### src/rtl/mac_acc_block_if.sv
// Handshake bundle between the multiply stage, the accumulator and the next stage.
// Carries product beats in and group results out.
interface mac_acc_block_if #(
    parameter int unsigned INT_WIDTH = 40,
    parameter int unsigned ACC_WIDTH = 56,
    parameter int unsigned CNT_WIDTH = 16
);
    logic                 en;
    logic [1:0]           cfg;
    logic                 in_valid;
    logic                 in_ready;
    logic [INT_WIDTH-1:0] in_data;
    logic                 in_last;
    logic                 out_valid;
    logic                 out_ready;
    logic [ACC_WIDTH-1:0] out_data;
    logic [CNT_WIDTH-1:0] out_count;
    logic [1:0]           out_cfg;
    logic                 out_ovf;

    modport slave (
        input  en, cfg, in_valid, in_data, in_last, out_ready,
        output in_ready, out_valid, out_data, out_count, out_cfg, out_ovf
    );

    modport master (
        output en, cfg, in_valid, in_data, in_last, out_ready,
        input  in_ready, out_valid, out_data, out_count, out_cfg, out_ovf
    );
endinterface

### src/rtl/mac_acc_block.sv
// Group accumulator behind the multiply block: sums masked products until in_last,
// then holds the saturated sum, beat count, cfg and overflow flag for the next stage.
module mac_acc_block #(
    parameter int unsigned MIN_WIDTH = 8,
    parameter int unsigned INT_WIDTH = 40,
    parameter int unsigned ACC_WIDTH = 56,
    parameter int unsigned CNT_WIDTH = 16
) (
    input logic            clk,
    input logic            rst,
    mac_acc_block_if.slave bus
);
    localparam int unsigned SUM_WIDTH = ACC_WIDTH + 1;
    localparam logic [INT_WIDTH-1:0] MASK_SINGLE = INT_WIDTH'({(2*MIN_WIDTH){1'b1}});
    localparam logic [INT_WIDTH-1:0] MASK_DUAL   = INT_WIDTH'({(3*MIN_WIDTH){1'b1}});

    typedef enum logic [1:0] {IDLE, ACCUM, HOLD} state_t;

    state_t               state_q, state_d;
    logic [ACC_WIDTH-1:0] acc_q, acc_d;
    logic [CNT_WIDTH-1:0] cnt_q, cnt_d;
    logic [1:0]           cfg_q, cfg_d;
    logic                 ovf_q, ovf_d;
    logic                 out_valid_q;
    logic [ACC_WIDTH-1:0] out_data_q;
    logic [CNT_WIDTH-1:0] out_count_q;
    logic [1:0]           out_cfg_q;
    logic                 out_ovf_q;

    logic                 ready;
    logic                 accept;
    logic                 first;
    logic                 load_out;
    logic [1:0]           grp_cfg;
    logic [INT_WIDTH-1:0] masked;
    logic [SUM_WIDTH-1:0] sum;

    // Next-state and datapath update; a beat outside ACCUM always opens a new group.
    always_comb begin
        state_d  = state_q;
        acc_d    = acc_q;
        cnt_d    = cnt_q;
        cfg_d    = cfg_q;
        ovf_d    = ovf_q;
        load_out = 1'b0;
        masked   = '0;

        ready   = rst && bus.en && (state_q != HOLD || bus.out_ready);
        accept  = ready && bus.in_valid;
        first   = (state_q != ACCUM);
        grp_cfg = first ? bus.cfg : cfg_q;

        case (grp_cfg)
            2'b00:   masked = bus.in_data & MASK_SINGLE;
            2'b01:   masked = bus.in_data & MASK_DUAL;
            2'b10:   masked = bus.in_data;
            default: masked = '0;
        endcase

        sum = {1'b0, acc_q} + SUM_WIDTH'(masked);

        if (accept) begin
            if (first) begin
                cfg_d = bus.cfg;
                acc_d = ACC_WIDTH'(masked);
                cnt_d = CNT_WIDTH'(1);
                ovf_d = 1'b0;
            end else begin
                acc_d = sum[ACC_WIDTH] ? '1 : sum[ACC_WIDTH-1:0];
                cnt_d = (&cnt_q) ? cnt_q : cnt_q + CNT_WIDTH'(1);
                ovf_d = ovf_q | sum[ACC_WIDTH] | (&cnt_q);
            end
            state_d  = bus.in_last ? HOLD : ACCUM;
            load_out = bus.in_last;
        end else if (state_q == HOLD && bus.out_ready) begin
            state_d = IDLE;
        end
    end

    always_ff @(posedge clk or negedge rst) begin
        if (!rst) begin
            state_q     <= IDLE;
            acc_q       <= '0;
            cnt_q       <= '0;
            cfg_q       <= '0;
            ovf_q       <= 1'b0;
            out_valid_q <= 1'b0;
            out_data_q  <= '0;
            out_count_q <= '0;
            out_cfg_q   <= '0;
            out_ovf_q   <= 1'b0;
        end else begin
            state_q     <= state_d;
            acc_q       <= acc_d;
            cnt_q       <= cnt_d;
            cfg_q       <= cfg_d;
            ovf_q       <= ovf_d;
            out_valid_q <= (state_d == HOLD);
            if (load_out) begin
                out_data_q  <= acc_d;
                out_count_q <= cnt_d;
                out_cfg_q   <= cfg_d;
                out_ovf_q   <= ovf_d;
            end
        end
    end

    assign bus.in_ready  = ready;
    assign bus.out_valid = out_valid_q;
    assign bus.out_data  = out_data_q;
    assign bus.out_count = out_count_q;
    assign bus.out_cfg   = out_cfg_q;
    assign bus.out_ovf   = out_ovf_q;
endmodule

### src/flat_wrapper.sv
// flat-port wrapper written by rule: the top's interface ports become plain ports
module mac_acc_block_flat 
#(
    parameter int unsigned MIN_WIDTH = 8,
    parameter int unsigned INT_WIDTH = 40,
    parameter int unsigned ACC_WIDTH = 56,
    parameter int unsigned CNT_WIDTH = 16
)
  (clk, rst, bus_en, bus_cfg, bus_in_valid, bus_in_data, bus_in_last, bus_out_ready, bus_in_ready, bus_out_valid, bus_out_data, bus_out_count, bus_out_cfg, bus_out_ovf);
  mac_acc_block_if #(.INT_WIDTH(INT_WIDTH), .ACC_WIDTH(ACC_WIDTH), .CNT_WIDTH(CNT_WIDTH)) bus_i ();
  input logic clk;
  input logic rst;
  input wire logic [$bits(bus_i.en)-1:0] bus_en;
  input wire logic [$bits(bus_i.cfg)-1:0] bus_cfg;
  input wire logic [$bits(bus_i.in_valid)-1:0] bus_in_valid;
  input wire logic [$bits(bus_i.in_data)-1:0] bus_in_data;
  input wire logic [$bits(bus_i.in_last)-1:0] bus_in_last;
  input wire logic [$bits(bus_i.out_ready)-1:0] bus_out_ready;
  output wire logic [$bits(bus_i.in_ready)-1:0] bus_in_ready;
  output wire logic [$bits(bus_i.out_valid)-1:0] bus_out_valid;
  output wire logic [$bits(bus_i.out_data)-1:0] bus_out_data;
  output wire logic [$bits(bus_i.out_count)-1:0] bus_out_count;
  output wire logic [$bits(bus_i.out_cfg)-1:0] bus_out_cfg;
  output wire logic [$bits(bus_i.out_ovf)-1:0] bus_out_ovf;
  assign bus_i.en = bus_en;
  assign bus_i.cfg = bus_cfg;
  assign bus_i.in_valid = bus_in_valid;
  assign bus_i.in_data = bus_in_data;
  assign bus_i.in_last = bus_in_last;
  assign bus_i.out_ready = bus_out_ready;
  assign bus_in_ready = bus_i.in_ready;
  assign bus_out_valid = bus_i.out_valid;
  assign bus_out_data = bus_i.out_data;
  assign bus_out_count = bus_i.out_count;
  assign bus_out_cfg = bus_i.out_cfg;
  assign bus_out_ovf = bus_i.out_ovf;
  mac_acc_block #(.MIN_WIDTH(MIN_WIDTH), .INT_WIDTH(INT_WIDTH), .ACC_WIDTH(ACC_WIDTH), .CNT_WIDTH(CNT_WIDTH)) u_core (.clk(clk), .rst(rst), .bus(bus_i));
endmodule
### config.mk
export PLATFORM = sky130hd
export DESIGN_NAME = mac_acc_block_flat
export DESIGN_NICKNAME = d
export VERILOG_FILES = /design/src/rtl/mac_acc_block_if.sv /design/src/rtl/mac_acc_block.sv /design/src/flat_wrapper.sv
export SDC_FILE = /design/constraint.sdc
export NUM_CORES = 1
export LEC_CHECK = 0
export BUFFER_PORTS_ARGS = -buffer_cell sky130_fd_sc_hd__buf_2
export CAP_MARGIN = 20
export CORE_MARGIN = 10
export CORE_UTILIZATION = 53
export CTS_CLUSTER_DIAMETER = 60
export DETAILED_ROUTE_END_ITERATION = 12
export PLACE_DENSITY = 0.77
export SLEW_MARGIN = 20
export SYNTH_ARGS = -nofsm -noshare
export SYNTH_HDL_FRONTEND = slang
export SYNTH_SLANG_ARGS = --single-unit
### constraint.sdc
create_clock -name clk -period 4.1 [get_ports clk]
set_clock_uncertainty 0.2 [all_clocks]
set_input_delay 0.205 -clock clk [delete_from_list [all_inputs] [get_ports clk]]
set_output_delay 0.205 -clock clk [all_outputs]
set_load 0.01 [all_outputs]
==> impl_metrics.tcl, run 1 <==
set metrics [dict create \
    outcome "finished clean" \
    clockBufferDepth 2 \
    powerDensity_nw_per_um2 621 \
    portBuffers 124 \
    synthesis.nets 1218 \
    root_buffer "clkbuf_16" \
    drt_wl_total_um 29500 \
    grt_pass1_wl_um 46900 \
    clkLatencyLatePin_ns 0.43 \
    nNetsFinal 1384 \
    synth_area_per_cell_um2 8.63 \
    nFillCells 1513 \
    fin_crit_sh_pct 97.1 \
    cpPeakStageDelay_ns 0.56 \
    synth_area_leaders "dfrtp_1 39%, nand2_1 8.2%, ha_1 5.3%" \
    ys_seq_elements 153 \
    slew_headroom_pct 40.2 \
    tightest_slew_ns 0.897 \
    firstDrtPassIters 5 \
    path_cells "dlygate4sd3_1 > buf_2 > nand2b_1 > o21ai_2 > buf_6 > and2_1 > ha_1 > a21oi_1 > o21ai_0 > a21oi_1 > o31ai_2 > a2111oi_4 > nor3_2 > buf_4 > and2_1 > xnor2_1 > o21ai_0" \
    cp_data_arrival_time_ns 4.08 \
    min_delay_path_depth 4 \
    ant_nets 0 \
    synthesis.instances 1128 \
    drive_gt1_share_pct 26.0 \
    synth_cell_types 87 \
    critPathKind "in2reg" \
    ys_warn_count 0 \
    die_x_um 156 \
    rows 49 \
    slowest_stage "dlygate4sd3_1" \
    ys.flop_type "dfrtp_1" \
    gp_congestion 0.984 \
    cts.sinks 153 \
    antennaDiodeCount 0 \
    drc 0 \
    dieArea_um2 24200 \
    cts_tree "built" \
    worst_setup_path_end_kind "flip-flop" \
    numCtsBuffers 17 \
    ff_latch_area_um2 3830 \
    synth_area_leader_cell "dfrtp_1" \
    io_pins 125 \
    placed_cells 1494 \
    synthArstFlopShare_pct 100 \
    core_area_um2 18000 \
    worstSetupStartpointType "primary input" \
    ys_seq_area_share_pct 39.3 \
    drtIter0Drc 887 \
    grt_max_degree 83 \
    synth_edf_count 0 \
    worstPathRequired_ns 4.20 \
    track_usage_pct 23.5 \
    grt_pass1_vias 9142 \
    clk_pin_slew_ns 0.07 \
    routedWlPerCell_um 19.2 \
    synth.cell_area_um2 9740 \
    r2r_start "u_core.state_q[0]" \
    r2r_cells 17 \
    power_leakage_nw 5.74 \
    synthTopCellsByCount "212 x nand2_1, 153 x dfrtp_1, 116 x nor2_1" \
    initial_core_util_pct 54.0 \
    final_cells 1536 \
    crit_start "bus_cfg[0]" \
    drv_cap 0 \
    dp_hpwl_um 20800 \
    yosysMostFrequentCell "nand2_1" \
    tns_ns 0 \
    vias 9247 \
    multi_input_area_um2 5820 \
    gr-total-overflow 0 \
    hold_path_class "in2reg" \
    yosys.area.top_type_share_pct 39.3 \
    antenna_found_initial 0 \
    ir_drop_uv 393 \
    regToRegEndpoint "u_core.acc_q[36]" \
    fin_crit_ns 3.98 \
    cp_max_fo 8 \
    htreeDepth 4 \
    syn2layout_area_growth_pct 22.1 \
    crit_end "u_core.bus.out_data[45]" \
    finalMaxSlewViolations 0 \
    setup_viol 0 \
    hold_violations 0 \
    chipHeight_um 156 \
    avgViaCountPerCell 6.02 \
    r2r_slack_ns 0.12 \
    clock.fmax_ghz 0.251 \
]
==> metrics by stage <==
step / utilization [%] / setup WS [ns] / power, W / cell area, um2 / hold WS (ns)
after floorplan: - / 0.224 / 0.00447 / 9740 / -0.291
after global placement: 60.7 / -0.0615 / 0.00552 / 10900 / -0.0444
after detailed placement: 60.7 / -0.129 / 0.00557 / 10900 / -0.0394
after CTS: 64.3 / 0.0179 / 0.00718 / 11600 / 0.0193
after global routing: 66.0 / -0.0230 / 0.00787 / 11900 / 0.0864
final: 66.0 / 0.120 / 0.00738 / 11900 / 0.0363
==> flip-flops by register name, indices dropped and copies added (netlist names) <==
register and cells:
u_core.ovf_q 1, u_core.cfg_q 2, u_core.bus.out_cfg 2, u_core.bus.out_count 16, u_core.acc_q 56, u_core.bus.out_valid 1
u_core.cnt_q 16, u_core.bus.out_data 56, u_core.bus.out_ovf 1, u_core.state_q 2
==> final cells by class <==
type | instances | area share (%)
timing repair buffer | 212 | 11.3
sequential | 153 | 32.2
clock inverter | 11 | 0.937
inverter | 12 | 0.379
multi-input combinational | 898 | 48.9
clock buffer | 21 | 3.87
tap | 229 | 2.41
==> worst min-delay path by stage <==
| stage | startpoint | to | slack, ns |
|---|---|---|---|
| 2_1_floorplan | rst | u_core.acc_q[0] | -0.29 |
| 3_3_place_gp | rst | u_core.bus.out_data[3] | -0.04 |
| 3_5_place_dp | rst | u_core.bus.out_data[3] | -0.04 |
| 4_1_cts | bus_out_ready | u_core.state_q[1] | 0.02 |
| 5_1_grt | bus_out_ready | u_core.state_q[1] | 0.09 |
| 6_report | bus_out_ready | u_core.state_q[1] | 0.04 |
==> power breakdown <==
part           switching (W)  internal, W  total [W]  leakage, nW
clock               0.000680     0.000877    0.00156        0.269
combinational        0.00206      0.00158    0.00364         3.48
sequential          0.000276      0.00191    0.00219         1.99
==> critical path, delay by kind of cell <==
family	cells	cell delay (ns)
and+or+nand+nor	4	0.70
adders and majority gates	1	0.27
buffers and inverters	4	1.09
AOI/OAI and AO/OA	7	1.69
xor gates and xnor gates	1	0.12
==> metal layers <==
layer	GRT usage [%]	vias up	share of wire (%)	routed length [um]
li1	-	4347	-	-
met1	31.0	4520	44	13100
met2	37.7	335	47	13900
met3	4.96	45	6.7	1970
met4	7.75	0	1.8	534
met5	0	-	0	0
==> cells in the final DEF (no fill, tap or decap), types with 26 or more instances in the layout <==
| cell | synthesis | routed |
|---|---|---|
| nand2_1 | 212 | 207 |
| dfrtp_1 | 153 | 153 |
| buf_2 | 5 | 125 |
| nor2_1 | 116 | 114 |
| buf_4 | 1 | 77 |
| a21oi_1 | 74 | 67 |
| and2_1 | 47 | 44 |
| o21ai_0 | 46 | 36 |
| ha_1 | 41 | 35 |
| xor2_1 | 31 | 31 |
| a31oi_1 | 35 | 29 |
| nand3_1 | 26 | 26 |
==> kinds of logic after synthesis <==
kind of cell               count (synthesis)  share of synthesized area (%)
and+or+nand+nor                          486                           22.9
buffers and inverters                     77                           4.01
AOI/OAI and AO/OA                        289                           20.4
adders and majority gates                 42                           5.47
muxes                                     26                           2.96
xor gates and xnor gates                  55                           4.95
DFF                                      153                           39.3
==> repair_timing <==
| action | CTS | global route |
|---|---|---|
| hold buffers | 3 | 0 |
| pin swaps | 1 | 17 |
| gates resized for setup | 5 | 67 |
| hold endpoints to repair | 47 | 0 |
| gates cloned | 0 | 2 |
| setup endpoints to repair | 29 | 112 |
| setup buffers | 0 | 6 |
No activity file was read; power rests on OpenSTA's default activity.
==> inputs of run 2 (changes only) <==
- CORE_ASPECT_RATIO: unset -> 0.5
- TNS_END_PERCENT: unset -> 10
==> impl_metrics.tcl, run 2 (same netlist as run 1, synthesis figures left out) <==
set metrics [dict create \
    chipHeight_um 116 \
    syn2layout_area_growth_pct 23.6 \
    avgViaCountPerCell 6.00 \
    power_leakage_nw 5.79 \
    slew_headroom_pct 41.2 \
    dp_hpwl_um 21300 \
    cts_tree "built" \
    critPathKind "reg2reg" \
    root_buffer "clkbuf_16" \
    path_cells "buf_4 > nor2b_4 > and3_4 > a31oi_4 > buf_2 > and2_1 > ha_1 > a21oi_2 > o211ai_1 > o211ai_1 > nand2_1 > a2111oi_4 > buf_4 > nor2_2 > buf_6 > buf_6 > buf_4 > a41oi_2 > o22a_1" \
    stdcell_area_um2 12000 \
    pwr-share-comb_pct 48.8 \
    tightest_slew_ns 0.882 \
    cp_max_fo 8 \
    worst_setup_path_end_kind "flip-flop" \
    die_x_um 212 \
    gp_congestion 0.968 \
    antenna_found_initial 1 \
    setup_viol 9 \
    worstSetupStartpointType "flip-flop" \
    finalMaxSlewViolations 0 \
    htreeDepth 4 \
    gr-max-usage-layer "met2" \
    rsz0062_at_grt "true" \
    routedWlPerCell_um 19.5 \
    antennaDiodeCount 0 \
    hold_violations 0 \
    rows 34 \
    numCtsBuffers 17 \
    dieArea_um2 24500 \
    drv_cap 0 \
    initial_core_util_pct 55.0 \
    clk_pin_slew_ns 0.07 \
    met3_usage_pct 4.37 \
    slowest_stage "a2111oi_4" \
    drive_gt1_share_pct 27.0 \
    hold_path_class "in2async" \
    nFillCells 1416 \
    crit_top_cell "buf_4" \
    core_area_um2 17700 \
    drtIter0Drc 792 \
    powerDensity_nw_per_um2 628 \
    fin_crit_sh_pct 102 \
    drt_wl_total_um 30100 \
    clock.fmax_ghz 0.240 \
    cts.sinks 153 \
    final_cell_mix "208 x nand2_1, 153 x dfrtp_1, 124 x buf_2" \
    gr-total-overflow 0 \
    ff_latch_area_um2 3830 \
    final_common_cell "nand2_1" \
    place_area_um2 10900 \
    switching_power_w 0.00310 \
    firstDrtPassIters 7 \
    portBuffers 124 \
    internal_power_w 0.00446 \
    clockBufferDepth 2 \
    tns_ns -0.315 \
    nNetsFinal 1385 \
    grt_max_degree 64 \
    outcome "finished with violations" \
    ant_nets 0 \
    grt_pass1_vias 8923 \
    cp_data_arrival_time_ns 4.33 \
    grt_pass1_wl_um 46900 \
    violations "setup timing" \
    use_met1_pct 32.2 \
    p_clk_share_pct 22.2 \
    grt_use_met2_pct 38.8 \
    drc 0 \
    track_usage_pct 23.8 \
    worst_slack_ns -0.0619 \
    fin_crit_ns 4.16 \
    power_frac_seq_pct 28.9 \
    worstPathRequired_ns 4.27 \
    clkLatencyLatePin_ns 0.44 \
    cpPeakStageDelay_ns 0.40 \
    switching_share_pct 41.0 \
    multi_input_area_um2 5910 \
    ir_drop_uv 376 \
    io_pins 125 \
    vias 9259 \
]
run 2: changes by cell type in the layout (fill, tap and decap cells not counted), sizes merged:
cell	change
clkbuf	-3
inv	+5
dlygate4sd3	+1
clkinvlp	-3
bufinv	+1
run 2: final cells by class:
class | count | share of cell area (%)
Multi-Input combinational cell | 898 | 49.1
Inverter | 12 | 0.374
Sequential cell | 153 | 31.8
Tap cell | 234 | 2.43
Timing Repair Buffer | 213 | 11.2
Clock buffer | 18 | 3.65
Clock inverter | 14 | 1.45
run 2: worst paths after layout:
check,from,to,slack [ns],cells past startpoint
setup / recovery,u_core.state_q[1],u_core.acc_q[53],-0.06,19
hold / removal,rst,u_core.acc_q[13],0.02,2
setup reg to reg,u_core.state_q[1],u_core.acc_q[53],-0.06,19
hold reg to reg,u_core.bus.out_count[2],u_core.bus.out_count[2],0.27,2
max in group asynchronous,rst,u_core.bus.out_count[11],1.76,4
min in group clk,bus_in_last,u_core.bus.out_data[10],0.03,3
run 2: routing by layer:
metal / routed length, um / vias up / share of wire (%)
li1: - / 4344 / -
met1: 14000 / 4528 / 46
met2: 13800 / 352 / 46
met3: 1870 / 33 / 6.2
met4: 418 / 2 / 1.4
met5: 13 / - / 0.043
run 2: repair_timing:
| action | in CTS | in global routing |
|---|---|---|
| gates resized for setup | 6 | 79 |
| buffers inserted | 1 | 12 |
| hold buffers | 4 | 0 |
| pin swaps | 1 | 29 |
| hold endpoints to repair | 37 | 0 |
| gates cloned | 0 | 1 |
| setup endpoints to repair | 35 | 114 |
run 2: power groups by stage:
| stage | clock network, W | logic [W] | registers (W) |
|---|---|---|---|
| floorplan | 0 | 0.00224 | 0.00223 |
| global placement | 0 | 0.00328 | 0.00217 |
| detailed placement | 0 | 0.00335 | 0.00218 |
| CTS | 0.00169 | 0.00340 | 0.00216 |
| global route | 0.00176 | 0.00403 | 0.00223 |
| finish | 0.00168 | 0.00369 | 0.00219 |
run 2: through the flow:
step	hold slack, ns	total power [W]	utilization [%]	worst slack [ns]	std cells
after floorplan	-0.291	0.00447	-	0.224	1128
after global placement	-0.0840	0.00545	61.5	-0.0315	1492
after detailed placement	-0.0813	0.00553	61.5	-0.148	1492
after CTS	0.0182	0.00725	65.4	-0.0248	1529
after global routing	0.0265	0.00803	68.0	-0.177	1542
final	0.0177	0.00756	68.0	-0.0619	1542
run 2: worst max-delay path, delay by kind of cell (launching register included):
kind | cells | cell delay [ns]
AOI/OAI and AO/OA | 7 | 1.59
buffers and inverters | 6 | 0.95
and+or+nand+nor | 5 | 0.75
DFF | 1 | 0.38
adders and majority gates | 1 | 0.25
==> inputs of run 3 (changes only) <==
- CORE_UTILIZATION: 53 -> 40
- PLACE_DENSITY: 0.77 -> unset
- clock period: 4.1 -> 5.1 ns (I/O delays scaled with it)
==> impl_metrics.tcl, run 3 (same netlist as run 1, synthesis figures left out) <==
set metrics [dict create \
    dp_hpwl_um 21400 \
    drive_gt1_share_pct 18.4 \
    clock.fmax_ghz 0.213 \
    io_pins 125 \
    power_leakage_nw 5.36 \
    fin_crit_sh_pct 92.1 \
    ir_drop_uv 180 \
    drv_cap 0 \
    post-cts-setup-buffers 0 \
    cts_tree "built" \
    outcome "finished clean" \
    worstPathRequired_ns 5.23 \
    grt_pass1_vias 8688 \
    gp_congestion 0.908 \
    vias 8711 \
    root_buffer "clkbuf_16" \
    stdcell_area_um2 11200 \
    chipHeight_um 130 \
    portBuffers 124 \
    grt_max_degree 83 \
    antenna_found_initial 0 \
    antennaDiodeCount 0 \
    worst_slack_ns 0.402 \
    drt_wl_total_um 29400 \
    syn2layout_area_growth_pct 14.7 \
    firstDrtPassIters 5 \
    die_x_um 241 \
    final_common_cell "nand2_1" \
    critPathKind "reg2reg" \
    dieArea_um2 31400 \
    grt_pass1_wl_um 48000 \
    htreeDepth 4 \
    worstSetupStartpointType "flip-flop" \
    slew_headroom_pct 37.7 \
    rsz0062_at_grt "false" \
    rows 40 \
    nNetsFinal 1317 \
    numCtsBuffers 17 \
    avgViaCountPerCell 5.60 \
    hold_path_class "in2reg" \
    clk_pin_slew_ns 0.07 \
    cts.sinks 153 \
    worst_setup_path_end_kind "flip-flop" \
    clkLatencyLatePin_ns 0.44 \
    hold_violations 0 \
    initial_core_util_pct 40.6 \
    final_cell_mix "210 x nand2_1, 153 x dfrtp_1, 123 x buf_2" \
    tightest_slew_ns 0.934 \
    track_usage_pct 19.1 \
    power_w 0.00547 \
    drc 0 \
    cp_max_fo 16 \
    finalMaxSlewViolations 0 \
    core_area_um2 24000 \
    place_area_um2 10600 \
    clockBufferDepth 2 \
    drtIter0Drc 812 \
    tns_ns 0 \
    setup_viol 0 \
    fin_crit_ns 4.70 \
    cp_data_arrival_time_ns 4.83 \
    powerDensity_nw_per_um2 490 \
    ant_nets 0 \
    routedWlPerCell_um 18.9 \
    dp_slack_ns 0.278 \
    gr-total-overflow 0 \
]
-- run 3: worst max-delay path, stage by stage (launching register included) --
cell and delay (ns):
dfrtp_1 0.43, nand2b_1 0.32, a31oi_1 0.25, buf_4 0.23, and2_1 0.23, ha_1 0.27, a211oi_1 0.39, o211ai_1 0.22
o211ai_1 0.29, nand2_1 0.20, a2111oi_4 0.48, nor2_1 0.31, and3_1 0.31, and4_1 0.21, nor4_1 0.24
-- run 3: power by group --
| group | internal [W] | switching (W) |
|---|---|---|
| logic | 0.00101 | 0.00151 |
| clock network | 0.000636 | 0.000577 |
| registers | 0.00153 | 0.000204 |
-- run 3: final timing paths --
check / from / end / slack (ns) / cells past startpoint
max in group asynchronous: rst / u_core.cfg_q[1] / 2.67 / 4
max reg2reg: u_core.state_q[1] / u_core.acc_q[49] / 0.40 / 14
max: u_core.state_q[1] / u_core.acc_q[49] / 0.40 / 14
min in group asynchronous: rst / u_core.bus.out_data[11] / 0.10 / 2
min: bus_in_data[33] / u_core.acc_q[33] / 0.04 / 5
min reg2reg: u_core.bus.out_ovf / u_core.bus.out_ovf / 0.27 / 2
-- run 3: layout make-up --
cell class                      instances  area (um2)
Sequential cell                       153        3830
Tap cell                              315         394
Inverter                               12        45.0
Multi-Input combinational cell        898        5560
Fill cell                            2352       12800
Clock buffer                           19         433
Timing Repair Buffer                  145         792
Clock inverter                         13         111
-- run 3: metrics by stage --
| step | std cells | hold slack (ns) | util (%) |
|---|---|---|---|
| after detailed placement | 1520 | 0.0143 | 44.1 |
| after global placement | 1520 | 0.00740 | 44.1 |
| after global routing | 1555 | 0.0615 | 46.6 |
| final | 1555 | 0.0379 | 46.6 |
| after CTS | 1555 | 0.0217 | 46.5 |
| after floorplan | 1128 | -0.241 | - |
-- run 3: repair_timing --
item                                   4_1_cts  5_1_grt
endpoints found under the hold margin       45        0
setup endpoints to repair                    0        9
gates resized for setup                      0        3
hold buffers                                 3        0
-- run 3: per-layer routing --
metal | global-route usage (%) | up-vias | part of all wire, %
li1 | - | 4219 | -
met1 | 26.3 | 4280 | 49
met2 | 30.7 | 186 | 46
met5 | 0 | - | 0
met4 | 5.03 | 0 | 1.5
met3 | 3.30 | 26 | 4.1
